<file path="config.mk">
export PLATFORM = sky130hd
export DESIGN_NAME = decode_stage_flat
export DESIGN_NICKNAME = d
export VERILOG_FILES = /design/src/rtl/decode_stage_pkg.sv /design/src/rtl/decode_stage_if.sv /design/src/rtl/decode_stage_decoder.sv /design/src/rtl/decode_stage.sv /design/src/flat_wrapper.sv
export SDC_FILE = /design/constraint.sdc
export NUM_CORES = 1
export LEC_CHECK = 0
export ABC_AREA = 1
export BUFFER_PORTS_ARGS = -buffer_cell sky130_fd_sc_hd__buf_2
export CORE_MARGIN = 2
export CORE_UTILIZATION = 45
export DETAILED_ROUTE_END_ITERATION = 8
export PLACE_DENSITY = 0.74
export SYNTH_ARGS = -nofsm -noshare
export SYNTH_HDL_FRONTEND = slang
export SYNTH_SLANG_ARGS = --single-unit
</file>
<file path="constraint.sdc">
create_clock -name clk -period 4.6 [get_ports clk]
set_input_delay 1.15 -clock clk [delete_from_list [all_inputs] [get_ports clk]]
set_output_delay 1.15 -clock clk [all_outputs]
set_load 0.02 [all_outputs]
</file>
<file path="src/rtl/decode_stage_pkg.sv">
// Shared definitions for the decode stage: opcodes, exception causes and the
// execute-side register payload with its reset/bubble value.
package decode_stage_pkg;

    localparam int unsigned XLEN     = 32;
    localparam int unsigned REG_AW   = 5;
    localparam int unsigned ECAUSE_W = 4;

    localparam logic [6:0] OPC_LUI      = 7'b0110111;
    localparam logic [6:0] OPC_AUIPC    = 7'b0010111;
    localparam logic [6:0] OPC_JAL      = 7'b1101111;
    localparam logic [6:0] OPC_JALR     = 7'b1100111;
    localparam logic [6:0] OPC_BRANCH   = 7'b1100011;
    localparam logic [6:0] OPC_LOAD     = 7'b0000011;
    localparam logic [6:0] OPC_STORE    = 7'b0100011;
    localparam logic [6:0] OPC_OP_IMM   = 7'b0010011;
    localparam logic [6:0] OPC_OP       = 7'b0110011;
    localparam logic [6:0] OPC_MISC_MEM = 7'b0001111;
    localparam logic [6:0] OPC_SYSTEM   = 7'b1110011;

    localparam logic [ECAUSE_W-1:0] ECAUSE_NONE          = 4'd0;
    localparam logic [ECAUSE_W-1:0] ECAUSE_ILLEGAL_INSTR = 4'd2;

    localparam logic [XLEN-1:0] NOP_INSTR = 32'h0000_0013;

    typedef struct packed {
        logic                valid;
        logic [XLEN-1:0]     pc;
        logic [XLEN-1:0]     instr;
        logic [XLEN-1:0]     imm;
        logic [XLEN-1:0]     rdata1;
        logic [XLEN-1:0]     rdata2;
        logic [REG_AW-1:0]   waddr;
        logic                wren;
        logic                exception;
        logic [ECAUSE_W-1:0] ecause;
        logic [XLEN-1:0]     etval;
    } decode_reg_type;

    // Reset value; also used as the bubble inserted on stalls and kills
    localparam decode_reg_type init_decode_reg = '{
        valid:     1'b0,
        pc:        '0,
        instr:     NOP_INSTR,
        imm:       '0,
        rdata1:    '0,
        rdata2:    '0,
        waddr:     '0,
        wren:      1'b0,
        exception: 1'b0,
        ecause:    ECAUSE_NONE,
        etval:     '0
    };

    typedef struct packed {
        logic [XLEN-1:0]   imm;
        logic              use_rs1;
        logic              use_rs2;
        logic [REG_AW-1:0] waddr;
        logic              wren;
        logic              illegal;
        logic              is_jal;
    } decode_info_t;

endpackage

</file>
<file path="src/rtl/decode_stage_if.sv">
// Execute-side operand bus driven by the decode stage.
interface decode_stage_if;
    import decode_stage_pkg::*;

    logic                q_valid;
    logic [XLEN-1:0]     q_pc;
    logic [XLEN-1:0]     q_instr;
    logic [XLEN-1:0]     q_imm;
    logic [XLEN-1:0]     q_rdata1;
    logic [XLEN-1:0]     q_rdata2;
    logic [REG_AW-1:0]   q_waddr;
    logic                q_wren;
    logic                q_exception;
    logic [ECAUSE_W-1:0] q_ecause;
    logic [XLEN-1:0]     q_etval;

    modport master (
        output q_valid, q_pc, q_instr, q_imm, q_rdata1, q_rdata2,
               q_waddr, q_wren, q_exception, q_ecause, q_etval
    );

    modport slave (
        input q_valid, q_pc, q_instr, q_imm, q_rdata1, q_rdata2,
              q_waddr, q_wren, q_exception, q_ecause, q_etval
    );

endinterface

</file>
<file path="src/rtl/decode_stage_decoder.sv">
// Pure combinational RV32I decode: immediate, source-use flags, destination
// and legality of one instruction word.
module decoder
    import decode_stage_pkg::*;
(
    input  logic [XLEN-1:0] instr,
    output decode_info_t    info
);

    logic [6:0]        opcode;
    logic [REG_AW-1:0] rd;
    logic [XLEN-1:0]   imm_i;
    logic [XLEN-1:0]   imm_s;
    logic [XLEN-1:0]   imm_b;
    logic [XLEN-1:0]   imm_u;
    logic [XLEN-1:0]   imm_j;
    logic              writes_rd;

    assign opcode = instr[6:0];
    assign rd     = instr[11:7];
    assign imm_i  = {{20{instr[31]}}, instr[31:20]};
    assign imm_s  = {{20{instr[31]}}, instr[31:25], instr[11:7]};
    assign imm_b  = {{19{instr[31]}}, instr[31], instr[7], instr[30:25], instr[11:8], 1'b0};
    assign imm_u  = {instr[31:12], 12'b0};
    assign imm_j  = {{11{instr[31]}}, instr[31], instr[19:12], instr[20], instr[30:21], 1'b0};

    // Every base opcode ends in 2'b11, so compressed encodings fall to default
    always_comb begin
        info      = '0;
        writes_rd = 1'b0;
        case (opcode)
            OPC_LUI, OPC_AUIPC: begin
                info.imm  = imm_u;
                writes_rd = 1'b1;
            end
            OPC_JAL: begin
                info.imm    = imm_j;
                info.is_jal = 1'b1;
                writes_rd   = 1'b1;
            end
            OPC_JALR, OPC_LOAD, OPC_OP_IMM: begin
                info.imm     = imm_i;
                info.use_rs1 = 1'b1;
                writes_rd    = 1'b1;
            end
            OPC_BRANCH: begin
                info.imm     = imm_b;
                info.use_rs1 = 1'b1;
                info.use_rs2 = 1'b1;
            end
            OPC_STORE: begin
                info.imm     = imm_s;
                info.use_rs1 = 1'b1;
                info.use_rs2 = 1'b1;
            end
            OPC_OP: begin
                info.use_rs1 = 1'b1;
                info.use_rs2 = 1'b1;
                writes_rd    = 1'b1;
            end
            OPC_MISC_MEM: begin
                info.imm = imm_i;
            end
            OPC_SYSTEM: begin
                info.imm  = imm_i;
                writes_rd = 1'b1;
            end
            default: begin
                info.illegal = 1'b1;
            end
        endcase
        info.waddr = writes_rd ? rd : '0;
        info.wren  = writes_rd && (rd != '0);
    end

endmodule

</file>
<file path="src/rtl/decode_stage.sv">
// Decode stage: registers decoded operands toward execute, resolves JAL
// redirects early and stalls fetch on load-use hazards or execute backpressure.
module decode_stage
    import decode_stage_pkg::*;
(
    input  logic                clk,
    input  logic                rst,
    input  logic [XLEN-1:0]     f_pc,
    input  logic [XLEN-1:0]     f_instr,
    input  logic                e_stall,
    input  logic                e_clear,
    input  logic                e_load,
    input  logic [REG_AW-1:0]   e_waddr,
    input  logic [XLEN-1:0]     rf_rdata1,
    input  logic [XLEN-1:0]     rf_rdata2,
    output logic [REG_AW-1:0]   rf_raddr1,
    output logic [REG_AW-1:0]   rf_raddr2,
    output logic                d_stall,
    output logic                d_jump,
    output logic [XLEN-1:0]     d_address,
    decode_stage_if.master      q_bus
);

    decode_reg_type q_q;
    decode_reg_type q_d;
    decode_reg_type issue;
    logic           kill_q;
    logic           kill_d;
    decode_info_t   info;
    logic           hazard;

    assign rf_raddr1 = f_instr[19:15];
    assign rf_raddr2 = f_instr[24:20];

    decoder u_decoder (
        .instr (f_instr),
        .info  (info)
    );

    // Only sources the format actually reads can create a load-use hazard
    always_comb begin
        hazard = 1'b0;
        if (e_load && (e_waddr != '0)) begin
            hazard = (info.use_rs1 && (e_waddr == rf_raddr1)) ||
                     (info.use_rs2 && (e_waddr == rf_raddr2));
        end
    end

    always_comb begin
        issue           = init_decode_reg;
        issue.valid     = 1'b1;
        issue.pc        = f_pc;
        issue.instr     = f_instr;
        issue.imm       = info.imm;
        issue.rdata1    = rf_rdata1;
        issue.rdata2    = rf_rdata2;
        issue.waddr     = info.waddr;
        issue.wren      = info.wren;
        issue.exception = info.illegal;
        issue.ecause    = info.illegal ? ECAUSE_ILLEGAL_INSTR : ECAUSE_NONE;
        issue.etval     = info.illegal ? f_instr : '0;
    end

    // Hold conditions in priority order: clear, stall, hazard, kill, issue
    always_comb begin
        q_d       = q_q;
        kill_d    = kill_q;
        d_stall   = 1'b0;
        d_jump    = 1'b0;
        d_address = '0;
        if (rst) begin
            q_d    = init_decode_reg;
            kill_d = 1'b0;
        end else if (e_clear) begin
            q_d     = init_decode_reg;
            kill_d  = 1'b0;
            d_stall = 1'b1;
        end else if (e_stall) begin
            d_stall = 1'b1;
        end else if (hazard) begin
            q_d     = init_decode_reg;
            d_stall = 1'b1;
        end else if (kill_q) begin
            q_d    = init_decode_reg;
            kill_d = 1'b0;
        end else begin
            q_d = issue;
            if (info.is_jal) begin
                d_jump    = 1'b1;
                d_address = f_pc + info.imm;
                kill_d    = 1'b1;
            end
        end
    end

    always_ff @(posedge clk) begin
        if (rst) begin
            q_q    <= init_decode_reg;
            kill_q <= 1'b0;
        end else begin
            q_q    <= q_d;
            kill_q <= kill_d;
        end
    end

    assign q_bus.q_valid     = q_q.valid;
    assign q_bus.q_pc        = q_q.pc;
    assign q_bus.q_instr     = q_q.instr;
    assign q_bus.q_imm       = q_q.imm;
    assign q_bus.q_rdata1    = q_q.rdata1;
    assign q_bus.q_rdata2    = q_q.rdata2;
    assign q_bus.q_waddr     = q_q.waddr;
    assign q_bus.q_wren      = q_q.wren;
    assign q_bus.q_exception = q_q.exception;
    assign q_bus.q_ecause    = q_q.ecause;
    assign q_bus.q_etval     = q_q.etval;

endmodule

</file>
<file path="src/flat_wrapper.sv">
// flat-port wrapper written by rule: the top's interface ports become plain ports
module decode_stage_flat import decode_stage_pkg::*;
  (clk, rst, f_pc, f_instr, e_stall, e_clear, e_load, e_waddr, rf_rdata1, rf_rdata2, rf_raddr1, rf_raddr2, d_stall, d_jump, d_address, q_bus_q_valid, q_bus_q_pc, q_bus_q_instr, q_bus_q_imm, q_bus_q_rdata1, q_bus_q_rdata2, q_bus_q_waddr, q_bus_q_wren, q_bus_q_exception, q_bus_q_ecause, q_bus_q_etval);
  decode_stage_if q_bus_i ();
  input  logic clk;
  input  logic rst;
  input  logic [XLEN-1:0] f_pc;
  input  logic [XLEN-1:0] f_instr;
  input  logic e_stall;
  input  logic e_clear;
  input  logic e_load;
  input  logic [REG_AW-1:0] e_waddr;
  input  logic [XLEN-1:0] rf_rdata1;
  input  logic [XLEN-1:0] rf_rdata2;
  output logic [REG_AW-1:0] rf_raddr1;
  output logic [REG_AW-1:0] rf_raddr2;
  output logic d_stall;
  output logic d_jump;
  output logic [XLEN-1:0] d_address;
  output wire logic [$bits(q_bus_i.q_valid)-1:0] q_bus_q_valid;
  output wire logic [$bits(q_bus_i.q_pc)-1:0] q_bus_q_pc;
  output wire logic [$bits(q_bus_i.q_instr)-1:0] q_bus_q_instr;
  output wire logic [$bits(q_bus_i.q_imm)-1:0] q_bus_q_imm;
  output wire logic [$bits(q_bus_i.q_rdata1)-1:0] q_bus_q_rdata1;
  output wire logic [$bits(q_bus_i.q_rdata2)-1:0] q_bus_q_rdata2;
  output wire logic [$bits(q_bus_i.q_waddr)-1:0] q_bus_q_waddr;
  output wire logic [$bits(q_bus_i.q_wren)-1:0] q_bus_q_wren;
  output wire logic [$bits(q_bus_i.q_exception)-1:0] q_bus_q_exception;
  output wire logic [$bits(q_bus_i.q_ecause)-1:0] q_bus_q_ecause;
  output wire logic [$bits(q_bus_i.q_etval)-1:0] q_bus_q_etval;
  assign q_bus_q_valid = q_bus_i.q_valid;
  assign q_bus_q_pc = q_bus_i.q_pc;
  assign q_bus_q_instr = q_bus_i.q_instr;
  assign q_bus_q_imm = q_bus_i.q_imm;
  assign q_bus_q_rdata1 = q_bus_i.q_rdata1;
  assign q_bus_q_rdata2 = q_bus_i.q_rdata2;
  assign q_bus_q_waddr = q_bus_i.q_waddr;
  assign q_bus_q_wren = q_bus_i.q_wren;
  assign q_bus_q_exception = q_bus_i.q_exception;
  assign q_bus_q_ecause = q_bus_i.q_ecause;
  assign q_bus_q_etval = q_bus_i.q_etval;
  decode_stage u_core (.clk(clk), .rst(rst), .f_pc(f_pc), .f_instr(f_instr), .e_stall(e_stall), .e_clear(e_clear), .e_load(e_load), .e_waddr(e_waddr), .rf_rdata1(rf_rdata1), .rf_rdata2(rf_rdata2), .rf_raddr1(rf_raddr1), .rf_raddr2(rf_raddr2), .d_stall(d_stall), .d_jump(d_jump), .d_address(d_address), .q_bus(q_bus_i));
endmodule
</file>
==> metrics.log, run 1 <==
[metrics] result of the run: finished, violations left
[metrics] violations in the final reports: setup timing
[metrics] cell area after technology mapping: 10300 um^2
[metrics] distinct cell type count of the synthesized netlist: 47
[metrics] htree depth: 1
[metrics] gr ovfl total: 0
[metrics] die width: 155 um
[metrics] count of TritonRoute iterations in the first routing pass: 8
[metrics] delay of the slowest critical-path stage: 0.22 ns
[metrics] number of instances in the synthesized netlist: 1555
[metrics] number of enable flip-flop cells after synthesis: 0
[metrics] Starting Density: between 40 and 50%
[metrics] area of all sequential standard cells: 4020 um^2
[metrics] area share of the leading cell type in the synthesized netlist: 39.2%
[metrics] commonest non-fill, non-tap cell in the layout: sky130_fd_sc_hd__nand2_1
[metrics] post-detailed-route via-to-cell ratio: 5.25
[metrics] fin cells: 2360
[metrics] clock-pin slew of the registers on the worst-case setup and hold paths: 0.06 ns
[metrics] Post-DP HPWL: roughly 29000 um
[metrics] mean routed wirelength per cell: 17.0 um
[metrics] Die Span Y: roughly 150 um
[metrics] transition at the pin with the smallest max-transition slack: 1.22 ns
[metrics] capturing element type of the critical path: primary output
[metrics] worst-case reg-to-reg path depth: 5
[metrics] sequential-to-total area share from yosys stat: 39.2%
[metrics] cell at the root of the clock tree: sky130_fd_sc_hd__clkbuf_16
[metrics] Top FF cell, synth: sky130_fd_sc_hd__dfxtp_1
[metrics] total wire length after detailed routing: 40100 um
[metrics] number of endpoints failing setup at the final stage: 28
[metrics] commonest cells after routing, fill and taps aside: 596 x sky130_fd_sc_hd__nand2_1, 342 x sky130_fd_sc_hd__buf_2, 217 x sky130_fd_sc_hd__a21oi_1, 201 x sky130_fd_sc_hd__dfxtp_1, 191 x sky130_fd_sc_hd__buf_4
[metrics] tightest hold margin: 0.452 ns
[metrics] routability congestion estimate from global placement: approximately 0.97
[metrics] most frequent CP cell: sky130_fd_sc_hd__nand2_2
[metrics] leading post-synthesis cells by cell area: sky130_fd_sc_hd__dfxtp_1 39%, sky130_fd_sc_hd__nand2_1 23%, sky130_fd_sc_hd__a21oi_1 11%, sky130_fd_sc_hd__nand3_1 4.2%, sky130_fd_sc_hd__inv_1 3.1%
[metrics] power consumption: 4.28 mW
[metrics] overall via count from detail_route: 12400
[metrics] Final Hold Vio Count: 0
[metrics] via count of the first global-routing pass: between 10000 and 15000
[metrics] port buffer count: 382
[metrics] first-pass GRT wire length: 60100 um
[metrics] register bit total from synthesis: 201
[metrics] Sum Neg Setup Slack: -12.44 ns
[metrics] worst setup path class: in -> out
[metrics] IO Count: approximately 390
[metrics] maximum fanout along the worst path: 3
[metrics] fillers: approximately 2000
[metrics] max-slew violation total from the final report: 0
[metrics] standard-cell row count: 55
[metrics] number of antenna violations at the first check in global routing: 1
[metrics] antenna-violating nets left: 0
[metrics] largest area contributor in the synthesized netlist: sky130_fd_sc_hd__dfxtp_1
[metrics] classification of the worst-slack hold path: reg -> reg
[metrics] slowest library cell on the worst path: sky130_fd_sc_hd__fa_2
[metrics] Worst setup SP type: primary input
[metrics] slew margin rel.: between 10% and 20%
[metrics] maxcap violations: 0
[metrics] crit path setup slack, layout: -0.587 ns
[metrics] buffers from clock root to sink, at most: 3
[metrics] Worst-Skew Late Latency: 0.50 ns
[metrics] Num Clock Sinks: 201
[metrics] clock tree from TritonCTS: done
[metrics] RSZ-0062 raised after global routing: true
[metrics] Layout Skew: 0.00988 ns
[metrics] largest net degree at the start of global routing: 199
[metrics] overall routing resource usage: 31.2%
[metrics] arrival time of the worst setup path: ~4.0 ns
[metrics] Syn-to-layout area delta: 46.7%
[metrics] maximum vdd drop: 0.000192 V
[metrics] number of nets in the layout: 2213
[metrics] final worst path period need: 5.19 ns
[metrics] DR iter-0 viols: 965
[metrics] cell leakage power: 7.62 nW
[metrics] number of warnings printed during yosys synthesis: 0
[metrics] WHS Path Cells: 2
[metrics] average instance area after synthesis: between 6 and 7 um^2
[metrics] total CTS buffers: 22
[metrics] area of the die: 24000 um^2
[metrics] combined area of the multi-input logic cells: 6000 um^2
[metrics] worst path required time: 3.45 ns
[metrics] ys async rst share: 0%
[metrics] crit share post-route: 113%
[metrics] maximum clock rate: 0.193 GHz
[metrics] Cells after DPL: 2287
[metrics] area of the core: 22500 um^2
[metrics] DRC: 0
[metrics] Cell Pwr Density: 285 nW/um^2
[metrics] share of final-layout standard cells stronger than drive strength 1: 36.8%
-- sequential cells by signal (all words and copies together) (netlist names) --
signal	count
u_core.q_bus.q_ecause	1
u_core.q_bus.q_waddr	5
u_core.q_bus.q_wren	1
u_core.q_bus.q_etval	32
u_core.q_bus.q_instr	32
u_core.q_bus.q_imm	32
u_core.kill_q	1
u_core.q_bus.q_rdata1	32
u_core.q_bus.q_pc	32
u_core.q_bus.q_valid	1
u_core.q_bus.q_rdata2	32
-- metal layers --
metal	vias up	share of wire, %	global-route usage (%)
li1	5961	-	-
met1	5759	41	38.9
met2	553	48	54.0
met3	112	7.2	5.13
met4	0	4.2	12.2
met5	-	0	0
-- path summary, 6_finish.rpt --
kind	start	endpoint	slack, ns
max reg2reg	u_core.kill_q	u_core.q_bus.q_imm[18]	2.21
max	f_instr[4]	d_address[22]	-0.59
min	u_core.q_bus.q_rdata1[1]	u_core.q_bus.q_rdata1[1]	0.45
min reg2reg	u_core.q_bus.q_rdata1[1]	u_core.q_bus.q_rdata1[1]	0.45
-- Yosys cell counts, types with 2 or more instances --
cell type                    n
sky130_fd_sc_hd__nand3_2     3
sky130_fd_sc_hd__nor2_4      5
sky130_fd_sc_hd__buf_4      25
sky130_fd_sc_hd__nor2_2      8
sky130_fd_sc_hd__o22ai_1     3
sky130_fd_sc_hd__nand3b_1    4
sky130_fd_sc_hd__xnor2_1     9
sky130_fd_sc_hd__nand2_1   627
sky130_fd_sc_hd__nor4_1      2
sky130_fd_sc_hd__nand4_1     9
sky130_fd_sc_hd__inv_2      14
sky130_fd_sc_hd__o21ai_0    20
sky130_fd_sc_hd__clkbuf_1   44
sky130_fd_sc_hd__nor3_4      2
sky130_fd_sc_hd__o21bai_1    3
sky130_fd_sc_hd__dfxtp_1   201
sky130_fd_sc_hd__o21ai_1     4
sky130_fd_sc_hd__ha_1       15
sky130_fd_sc_hd__a21oi_1   231
sky130_fd_sc_hd__nor3b_1     3
sky130_fd_sc_hd__and2_1      2
sky130_fd_sc_hd__o31ai_1     2
sky130_fd_sc_hd__nand2_4     3
sky130_fd_sc_hd__buf_2      13
sky130_fd_sc_hd__nor3_1      4
sky130_fd_sc_hd__buf_6       4
sky130_fd_sc_hd__nor2_1     80
sky130_fd_sc_hd__nand2_2    18
sky130_fd_sc_hd__inv_1      85
sky130_fd_sc_hd__nand3_1    86
sky130_fd_sc_hd__xor2_1     10
-- power breakdown --
group	internal, mW	switching [mW]
sequential	1.79	0.0222
clock	1.02	0.712
combinational	0.276	0.465
-- cell families after synthesis --
| kind of cell | share of synthesized area (%) |
|---|---|
| and+or+nand+nor | 35.2 |
| AOI/OAI and AO/OA | 13.7 |
| DFF | 39.2 |
| buffers and inverters | 8.18 |
| xor gates and xnor gates | 1.62 |
| adders and majority gates | 2.03 |
| other | 0.0366 |
-- what timing repair did --
action,4_1_cts,5_1_grt
gates resized for setup,121,50
setup buffers,21,12
hold buffers,0,0
pin swaps,40,47
hold endpoints to repair,0,0
setup endpoints to repair,31,32
-- cell type report --
cell class / instances / share of cell area [%]
flip-flops and latches: 201 / 26.8
clock buffers: 34 / 4.30
diodes: 2 / 0.0333
repair buffers: 565 / 23.7
clock inverters: 4 / 0.300
well taps: 285 / 2.37
inverters: 99 / 2.65
multi-input cells: 1170 / 39.9
-- per-stage QoR --
step / instance area, um^2 / util (%) / setup WS, ns
global route: 15000 / 66.8 / -0.674
global placement: 13400 / 59.7 / -0.496
CTS: 14700 / 65.5 / -0.331
floorplan: 10500 / - / -0.0326
finish: 15000 / 66.8 / -0.587
detailed placement: 13400 / 59.7 / -0.543
-- critical path: cells and delay by family --
family                     cells  cell delay, ns
AOI/OAI and AO/OA              3            0.43
adders and majority gates      2            0.39
buffers and inverters          4            0.45
and+or+nand+nor               17            1.59
No activity file was read; power rests on OpenSTA's default activity.
==> inputs of run 2 (changes only) <==
--- a/config.mk
+++ b/config.mk
@@ -8,9 +8,10 @@
 export ABC_AREA = 1
 export BUFFER_PORTS_ARGS = -buffer_cell sky130_fd_sc_hd__buf_2
 export CORE_MARGIN = 2
-export CORE_UTILIZATION = 45
+export CORE_UTILIZATION = 46
+export CTS_BUF_LIST = sky130_fd_sc_hd__clkbuf_4 sky130_fd_sc_hd__clkbuf_8
 export DETAILED_ROUTE_END_ITERATION = 8
-export PLACE_DENSITY = 0.74
+export PLACE_DENSITY = 0.76
 export SYNTH_ARGS = -nofsm -noshare
 export SYNTH_HDL_FRONTEND = slang
 export SYNTH_SLANG_ARGS = --single-unit
==> run 2 against run 1 <==
  * The run still ends with setup timing left
  * Flip-flop and latch count unchanged
  * Cell area increased by 2.8%
  * Critical path depth is 3 lower
  * Sequential share of layout area is 0.72 points lower
  * Sequential power about the same
  * First-iteration DRC count increased by 31%
  * Worst setup slack gained 0.023 ns
  * Clock skew up 0.0060 ns
  * Clock power grew 12%
  * Maximum frequency up 0.45%
  * Final cell count up 1.4%
  * Clock-buffer cell count rose by 23
==> metrics.log, run 2 (same netlist as run 1, synthesis figures left out) <==
[metrics] maximum clock rate: 0.194 GHz (was 0.193 GHz)
[metrics] share of final-layout standard cells stronger than drive strength 1: 39.3% (was 36.8%)
[metrics] delay of the slowest critical-path stage: 0.27 ns (was 0.22 ns)
[metrics] number of buffer and inverter instances along the worst setup path: 9 (was 4)
[metrics] cell leakage power: 7.84 nW (was 7.62 nW)
[metrics] Die Span Y: 153 um (was 155 um)
[metrics] crit share post-route: 112% (was 113%)
[metrics] mean routed wirelength per cell: 17.1 um (was 17.0 um)
[metrics] cell at the root of the clock tree: sky130_fd_sc_hd__clkbuf_8 (was sky130_fd_sc_hd__clkbuf_16)
[metrics] Starting Density: 47.0% (was 45.6%)
[metrics] commonest cells after routing, fill and taps aside: 587 x sky130_fd_sc_hd__nand2_1, 346 x sky130_fd_sc_hd__buf_2, 219 x sky130_fd_sc_hd__a21oi_1, 201 x sky130_fd_sc_hd__dfxtp_1, 188 x sky130_fd_sc_hd__buf_4 (was 596 x sky130_fd_sc_hd__nand2_1, 342 x sky130_fd_sc_hd__buf_2, 217 x sky130_fd_sc_hd__a21oi_1, 201 x sky130_fd_sc_hd__dfxtp_1, 191 x sky130_fd_sc_hd__buf_4)
[metrics] port buffer count: 382 (unchanged)
[metrics] CTS Hold Buffers Added: 0 (unchanged)
[metrics] antenna-violating nets left: 0 (unchanged)
[metrics] final worst path period need: 5.16 ns (was 5.19 ns)
[metrics] maxcap violations: 0 (unchanged)
[metrics] Syn-to-layout area delta: 50.7% (was 46.7%)
[metrics] arrival time of the worst setup path: 4.01 ns (was 4.04 ns)
[metrics] result of the run: finished, violations left (unchanged)
[metrics] Worst Setup Slack post-DPL: -0.590 ns (was -0.543 ns)
[metrics] routability congestion estimate from global placement: 1.03 (was 0.974)
[metrics] most frequent CP cell: sky130_fd_sc_hd__buf_4 (was sky130_fd_sc_hd__nand2_2)
[metrics] via count of the first global-routing pass: 11900 (was 11200)
[metrics] CP Cell Sequence: buf_8 > nand2_8 > nor2_4 > nand2_2 > nand2_2 > nor2_4 > nand2_2 > a32o_2 > ha_4 > buf_4 > a21oi_2 > nand2_2 > a21oi_2 > o21ai_2 > buf_4 > buf_4 > buf_4 > buf_4 > buf_4 > buf_4 > a21oi_1 > nor2_1 > buf_4
[metrics] WHS Path Cells: 2 (unchanged)
[metrics] Cells after DPL: 2284 (was 2287)
[metrics] Post-DP HPWL: 28900 um (was 28800 um)
[metrics] max-slew violation total from the final report: 0 (unchanged)
[metrics] largest net degree at the start of global routing: 108 (was 199)
[metrics] total CTS buffers: 36 (was 22)
[metrics] worst-case reg-to-reg path depth: 5 (unchanged)
[metrics] transition at the pin with the smallest max-transition slack: 1.17 ns (was 1.22 ns)
[metrics] buffers from clock root to sink, at most: 3 (unchanged)
[metrics] slew margin rel.: 21.8% (was 18.9%)
[metrics] clock-pin slew of the registers on the worst-case setup and hold paths: 0.06 ns (about the same)
[metrics] number of nets in the layout: 2238 (was 2213)
[metrics] die width: 153 um (was 155 um)
[metrics] Layout Skew: 0.0159 ns (was 0.00988 ns)
[metrics] area of the die: 23500 um^2 (was 24000 um^2)
[metrics] count of TritonRoute iterations in the first routing pass: 6 (was 8)
[metrics] power consumption: 4.51 mW (was 4.28 mW)
[metrics] Final Hold Vio Count: 0 (unchanged)
[metrics] Worst setup SP type: primary input (unchanged)
[metrics] post-detailed-route via-to-cell ratio: 5.29 (was 5.25)
[metrics] fin cells: 2392 (was 2360)
[metrics] first-pass GRT wire length: 61800 um (was 60100 um)
[metrics] DR iter-0 viols: 1263 (was 965)
[metrics] area of the core: 21800 um^2 (was 22500 um^2)
[metrics] IO Count: 386 (unchanged)
[metrics] number of cells on the critical path: 23 (was 26)
[metrics] classification of the worst-slack hold path: reg -> reg (unchanged)
[metrics] standard-cell row count: 54 (was 55)
[metrics] Num Clock Sinks: 201 (unchanged)
[metrics] Sum Neg Setup Slack: -10.21 ns (was -12.44 ns)
[metrics] crit path setup slack, layout: -0.563 ns (was -0.587 ns)
[metrics] Worst-Skew Late Latency: 0.54 ns (was 0.50 ns)
[metrics] DRC: 0 (unchanged)
[metrics] htree depth: 2 (was 1)
[metrics] RSZ-0062 raised after global routing: true (unchanged)
[metrics] overall via count from detail_route: 12700 (was 12400)
[metrics] slowest library cell on the worst path: sky130_fd_sc_hd__a32o_2 (was sky130_fd_sc_hd__fa_2)
[metrics] capturing element type of the critical path: primary output (unchanged)
[metrics] violations in the final reports: setup timing (unchanged)
[metrics] maximum vdd drop: 0.000240 V (was 0.000192 V)
[metrics] total wire length after detailed routing: 40900 um (was 40100 um)
[metrics] worst path required time: 3.45 ns (about the same)
[metrics] overall routing resource usage: 32.4% (was 31.2%)
[metrics] flop2flop setup slack: 2.16 ns (was 2.21 ns)
[metrics] commonest non-fill, non-tap cell in the layout: sky130_fd_sc_hd__nand2_1 (unchanged)
[metrics] worst setup path class: in -> out (unchanged)
[metrics] Cell Pwr Density: 292 nW/um^2 (was 285 nW/um^2)
[metrics] clock tree from TritonCTS: done (unchanged)
[metrics] number of antenna violations at the first check in global routing: 2 (was 1)
[metrics] maximum fanout along the worst path: 5 (was 3)
[metrics] gr ovfl total: 0 (unchanged)
[metrics] number of endpoints failing setup at the final stage: 26 (was 28)
[metrics] dominant delay contributor by cell family on the critical path: buffers and inverters (was simple AND/OR/NAND/NOR gates)
## run 2: cell types whose count changed in the layout (fill, tap and decap cells not counted), sizes merged
cell	before	now
clkbuf	34	57
buf	565	576
bufinv	1	3
clkinv	3	0
inv	99	101
clkinvlp	0	2
## run 2: routing by layer
| metal | wire length (um) | vias up | track usage (%) |
|---|---|---|---|
| met5 | 0 | - | 0 |
| met4 | 1790 | 0 | 14.5 |
| li1 | - | 6017 | - |
| met3 | 3420 | 156 | 6.61 |
| met2 | 19800 | 666 | 55.5 |
| met1 | 15800 | 5813 | 39.1 |
## run 2: worst reg2reg max path: cells and delay by family (launching register included)
family / cells / cell delay (ns)
AND/OR/NAND/NOR: 2 / 0.40
AO/OA/AOI/OAI: 1 / 0.20
flip-flops: 1 / 0.33
buffers and inverters: 2 / 1.41
## run 2: layout make-up
class | instances | area, um^2
fillers | 1762 | 6370
multi-input cells | 1170 | 6120
flip-flops and latches | 201 | 4020
repair buffers | 576 | 3700
clock buffers | 57 | 722
inverters | 99 | 412
well taps | 280 | 350
clock inverters | 7 | 125
diodes | 2 | 5.00
## run 2: power breakdown
group | total [mW] | internal (mW) | leakage (nW) | switching (mW)
clock network | 1.94 | 1.17 | 0.437 | 0.773
logic | 0.751 | 0.280 | 5.77 | 0.471
registers | 1.81 | 1.79 | 1.63 | 0.0232
total | 4.51 | 3.24 | 7.84 | 1.27
## run 2: metrics by stage
stage	instance area [um^2]	hold slack [ns]	util (%)
floorplan	10500	0.482	-
global placement	13400	0.441	61.6
detailed placement	13400	0.445	61.6
CTS	15100	0.454	69.0
global route	15500	0.478	70.8
finish	15500	0.450	70.8
## run 2: path summary, 6_finish.rpt
kind / from / endpoint
setup / recovery: f_instr[1] / d_address[6]
hold / removal: u_core.q_bus.q_rdata1[1] / u_core.q_bus.q_rdata1[1]
setup reg to reg: u_core.kill_q / u_core.q_bus.q_pc[20]
hold reg to reg: u_core.q_bus.q_rdata1[1] / u_core.q_bus.q_rdata1[1]
## run 2: what timing repair did
action | CTS | global route
pin swaps | 65 | 52
endpoints found under the setup margin | 28 | 28
setup buffers | 28 | 15
resized for setup | 151 | 73
gates cloned | 0 | 0
==> inputs of run 3 (changes only) <==
--- a/config.mk
+++ b/config.mk
@@ -6,12 +6,13 @@
 export NUM_CORES = 1
 export LEC_CHECK = 0
 export ABC_AREA = 1
-export BUFFER_PORTS_ARGS = -buffer_cell sky130_fd_sc_hd__buf_2
+export BUFFER_PORTS_ARGS = -buffer_cell sky130_fd_sc_hd__buf_4
 export CORE_MARGIN = 2
 export CORE_UTILIZATION = 46
 export CTS_BUF_LIST = sky130_fd_sc_hd__clkbuf_4 sky130_fd_sc_hd__clkbuf_8
 export DETAILED_ROUTE_END_ITERATION = 8
-export PLACE_DENSITY = 0.76
+export GPL_TIMING_DRIVEN = 0
+export PLACE_DENSITY = 0.88
 export SYNTH_ARGS = -nofsm -noshare
 export SYNTH_HDL_FRONTEND = slang
 export SYNTH_SLANG_ARGS = --single-unit
==> run 3 against run 2 <==
  * The flow still finishes with violations (setup timing)
  * Hold slack better by 0.010 ns
  * Maximum frequency increased by 0.62%
  * Flip-flop and latch count stayed put
  * Critical path depth shrank 1
  * Core utilization rose by 1.7 points
  * Clock power fell by 17%
  * Global-route usage grew 2.7 points
  * Sequential share of layout area down 0.61 points
  * Clock skew increased by 0.012 ns
  * Highest routed layer unchanged
==> metrics.log, run 3 (same netlist as run 1, synthesis figures left out) <==
[metrics] worst setup path class: in -> out (unchanged)
[metrics] crit share post-route: 112% (about the same)
[metrics] Final Hold Vio Count: 0 (unchanged)
[metrics] via count of the first global-routing pass: 12200 (was 11900)
[metrics] cell leakage power: 7.53 nW (was 7.84 nW)
[metrics] Num Clock Sinks: 201 (unchanged)
[metrics] total wire length after detailed routing: 44900 um (was 40900 um)
[metrics] die width: 153 um (unchanged)
[metrics] transition at the pin with the smallest max-transition slack: 0.815 ns (was 1.17 ns)
[metrics] capturing element type of the critical path: primary output (unchanged)
[metrics] maximum clock rate: 0.195 GHz (was 0.194 GHz)
[metrics] largest net degree at the start of global routing: 11 (was 108)
[metrics] Die Span Y: 153 um (unchanged)
[metrics] number of cells on the critical path: 22 (was 23)
[metrics] proportion of power drawn by the clock network: 38.1% (was 43.1%)
[metrics] result of the run: finished, violations left (unchanged)
[metrics] overall via count from detail_route: 12900 (was 12700)
[metrics] slowest library cell on the worst path: sky130_fd_sc_hd__fa_2 (was sky130_fd_sc_hd__a32o_2)
[metrics] CP Cell Sequence: buf_12 > nor2_4 > nand3_2 > nand2_4 > nor2_4 > buf_4 > o21ai_4 > ha_4 > fa_2 > nand3_2 > nand2_2 > a21oi_2 > o21ai_2 > nand3_2 > nand2_4 > nand2_4 > o21ai_4 > nand2_2 > nand2_2 > o21ai_2 > a21oi_2 > buf_4 (was buf_8 > nand2_8 > nor2_4 > nand2_2 > nand2_2 > nor2_4 > nand2_2 > a32o_2 > ha_4 > buf_4 > a21oi_2 > nand2_2 > a21oi_2 > o21ai_2 > buf_4 > buf_4 > buf_4 > buf_4 > buf_4 > buf_4 > a21oi_1 > nor2_1 > buf_4)
[metrics] maxcap violations: 0 (unchanged)
[metrics] worst path required time: 3.45 ns (about the same)
[metrics] commonest cells after routing, fill and taps aside: 584 x sky130_fd_sc_hd__nand2_1, 425 x sky130_fd_sc_hd__buf_4, 217 x sky130_fd_sc_hd__a21oi_1, 201 x sky130_fd_sc_hd__dfxtp_1, 80 x sky130_fd_sc_hd__inv_1 (was 587 x sky130_fd_sc_hd__nand2_1, 346 x sky130_fd_sc_hd__buf_2, 219 x sky130_fd_sc_hd__a21oi_1, 201 x sky130_fd_sc_hd__dfxtp_1, 188 x sky130_fd_sc_hd__buf_4)
[metrics] mean routed wirelength per cell: 19.2 um (was 17.1 um)
[metrics] Worst-Skew Late Latency: 0.52 ns (was 0.54 ns)
[metrics] antenna-violating nets left: 0 (unchanged)
[metrics] dominant delay contributor by cell family on the critical path: simple AND/OR/NAND/NOR gates (was buffers and inverters)
[metrics] crit path setup slack, layout: -0.531 ns (was -0.563 ns)
[metrics] final instance area: 15800 um^2 (was 15500 um^2)
[metrics] commonest non-fill, non-tap cell in the layout: sky130_fd_sc_hd__nand2_1 (unchanged)
[metrics] post-detailed-route via-to-cell ratio: 5.54 (was 5.29)
[metrics] cell at the root of the clock tree: sky130_fd_sc_hd__clkbuf_8 (unchanged)
[metrics] Starting Density: 47.0% (unchanged)
[metrics] port buffer count: 379 (was 382)
[metrics] Layout Skew: 0.0277 ns (was 0.0159 ns)
[metrics] Post-DP HPWL: 33000 um (was 28900 um)
[metrics] fraction of power spent switching nets: 29.0% (was 28.1%)
[metrics] number of buffer and inverter instances along the worst setup path: 3 (was 9)
[metrics] number of antenna violations at the first check in global routing: 1 (was 2)
[metrics] placed cell area: 13700 um^2 (was 13400 um^2)
[metrics] standard-cell row count: 54 (unchanged)
[metrics] P_sw: 1.23 mW (was 1.27 mW)
[metrics] Worst Setup Slack post-DPL: -0.835 ns (was -0.590 ns)
[metrics] max-slew violation total from the final report: 0 (unchanged)
[metrics] Comb pwr share: 19.0% (was 16.7%)
[metrics] DRC: 0 (unchanged)
[metrics] Cell Pwr Density: 268 nW/um^2 (was 292 nW/um^2)
[metrics] area of all sequential standard cells: 4020 um^2 (unchanged)
[metrics] htree depth: 2 (unchanged)
[metrics] combined area of the multi-input logic cells: 6240 um^2 (was 6120 um^2)
[metrics] IO Count: 386 (unchanged)
[metrics] area of the core: 21800 um^2 (unchanged)
[metrics] violations in the final reports: setup timing (unchanged)
[metrics] clock-pin slew of the registers on the worst-case setup and hold paths: 0.06 ns (about the same)
[metrics] gr ovfl total: 0 (unchanged)
[metrics] buffers from clock root to sink, at most: 3 (unchanged)
[metrics] slew margin rel.: 45.7% (was 21.8%)
[metrics] worst-case reg-to-reg path depth: 7 (was 5)
[metrics] delay of the slowest critical-path stage: 0.23 ns (was 0.27 ns)
[metrics] RSZ-0062 raised after global routing: true (unchanged)
[metrics] Worst setup SP type: primary input (unchanged)
[metrics] Sequential Power Share: 42.9% (was 40.2%)
[metrics] classification of the worst-slack hold path: reg -> reg (unchanged)
[metrics] area of the die: 23500 um^2 (unchanged)
[metrics] number of endpoints failing setup at the final stage: 32 (was 26)
[metrics] maximum vdd drop: 0.000194 V (was 0.000240 V)
[metrics] power consumption: 4.24 mW (was 4.51 mW)
[metrics] clock tree from TritonCTS: done (unchanged)
[metrics] Syn-to-layout area delta: 54.4% (was 50.7%)
[metrics] first-pass GRT wire length: 65800 um (was 61800 um)
[metrics] overall routing resource usage: 35.0% (was 32.4%)
[metrics] arrival time of the worst setup path: 3.98 ns (was 4.01 ns)
[metrics] internal power: 3.01 mW (was 3.24 mW)
[metrics] share of final-layout standard cells stronger than drive strength 1: 36.2% (was 39.3%)
[metrics] number of nets in the layout: 2197 (was 2238)
[metrics] count of TritonRoute iterations in the first routing pass: 5 (was 6)
[metrics] routability congestion estimate from global placement: 0.985 (was 1.03)
[metrics] total CTS buffers: 34 (was 36)
[metrics] Sum Neg Setup Slack: -13.10 ns (was -10.21 ns)
[metrics] DR iter-0 viols: 1230 (was 1263)
[metrics] final worst path period need: 5.13 ns (was 5.16 ns)
[metrics] maximum fanout along the worst path: 5 (unchanged)
[metrics] fillers: 1648 (was 1762)
[metrics] WHS Path Cells: 2 (unchanged)
[run 3: stage by stage]
step	hold slack [ns]	util, %	cells
finish	0.460	72.5	2339
global route	0.481	72.5	2339
CTS	0.459	69.6	2309
detailed placement	0.451	62.6	2216
global placement	0.447	62.6	2216
floorplan	0.482	-	1557
[run 3: repair_timing]
action	4_1_cts	5_1_grt
pin swaps	51	45
cloned	0	1
setup buffers	45	29
hold buffers	0	0
endpoints found under the setup margin	31	33
resized for setup	145	93
[run 3: area by class of cell]
| cell class | instances | share of cell area [%] |
|---|---|---|
| multi-input combinational | 1170 | 39.4 |
| sequential | 201 | 25.4 |
| timing repair buffer | 450 | 23.0 |
| clock buffer | 48 | 3.86 |
| buffer | 87 | 3.19 |
| inverter | 99 | 2.55 |
| tap | 280 | 2.21 |
| clock inverter | 3 | 0.308 |
| antenna | 1 | 0.0158 |
[run 3: metal layers]
metal	global-route usage, %	part of all wire (%)
met5	0	0
met4	18.0	6.1
met3	7.29	9.6
met2	60.1	48
met1	41.3	37
[run 3: power groups by stage]
stage,clock network (mW),registers [mW],logic [mW]
6_report,1.61,1.82,0.807
5_1_grt,1.70,1.82,0.858
4_1_cts,1.62,1.82,0.755
3_5_place_dp,0,1.85,0.697
3_3_place_gp,0,1.85,0.688
2_1_floorplan,0,1.91,0.317
[run 3: worst register-to-register path: stages, from the launching register on]
cell and delay, ns:
sky130_fd_sc_hd__dfxtp_1 0.33, sky130_fd_sc_hd__nor2_4 0.15, sky130_fd_sc_hd__clkinv_4 0.10, sky130_fd_sc_hd__buf_4 0.15, sky130_fd_sc_hd__nor3_4 0.37, sky130_fd_sc_hd__buf_6 0.25
sky130_fd_sc_hd__nand2_1 0.07, sky130_fd_sc_hd__a21oi_1 0.14
[run 3: worst paths after layout]
check                              to                      from  slack [ns]
max reg2reg  u_core.q_bus.q_etval[29]             u_core.kill_q        2.97
min reg2reg  u_core.q_bus.q_rdata1[1]  u_core.q_bus.q_rdata1[1]        0.46
max                     d_address[16]                f_instr[3]       -0.53
min          u_core.q_bus.q_rdata1[1]  u_core.q_bus.q_rdata1[1]        0.46
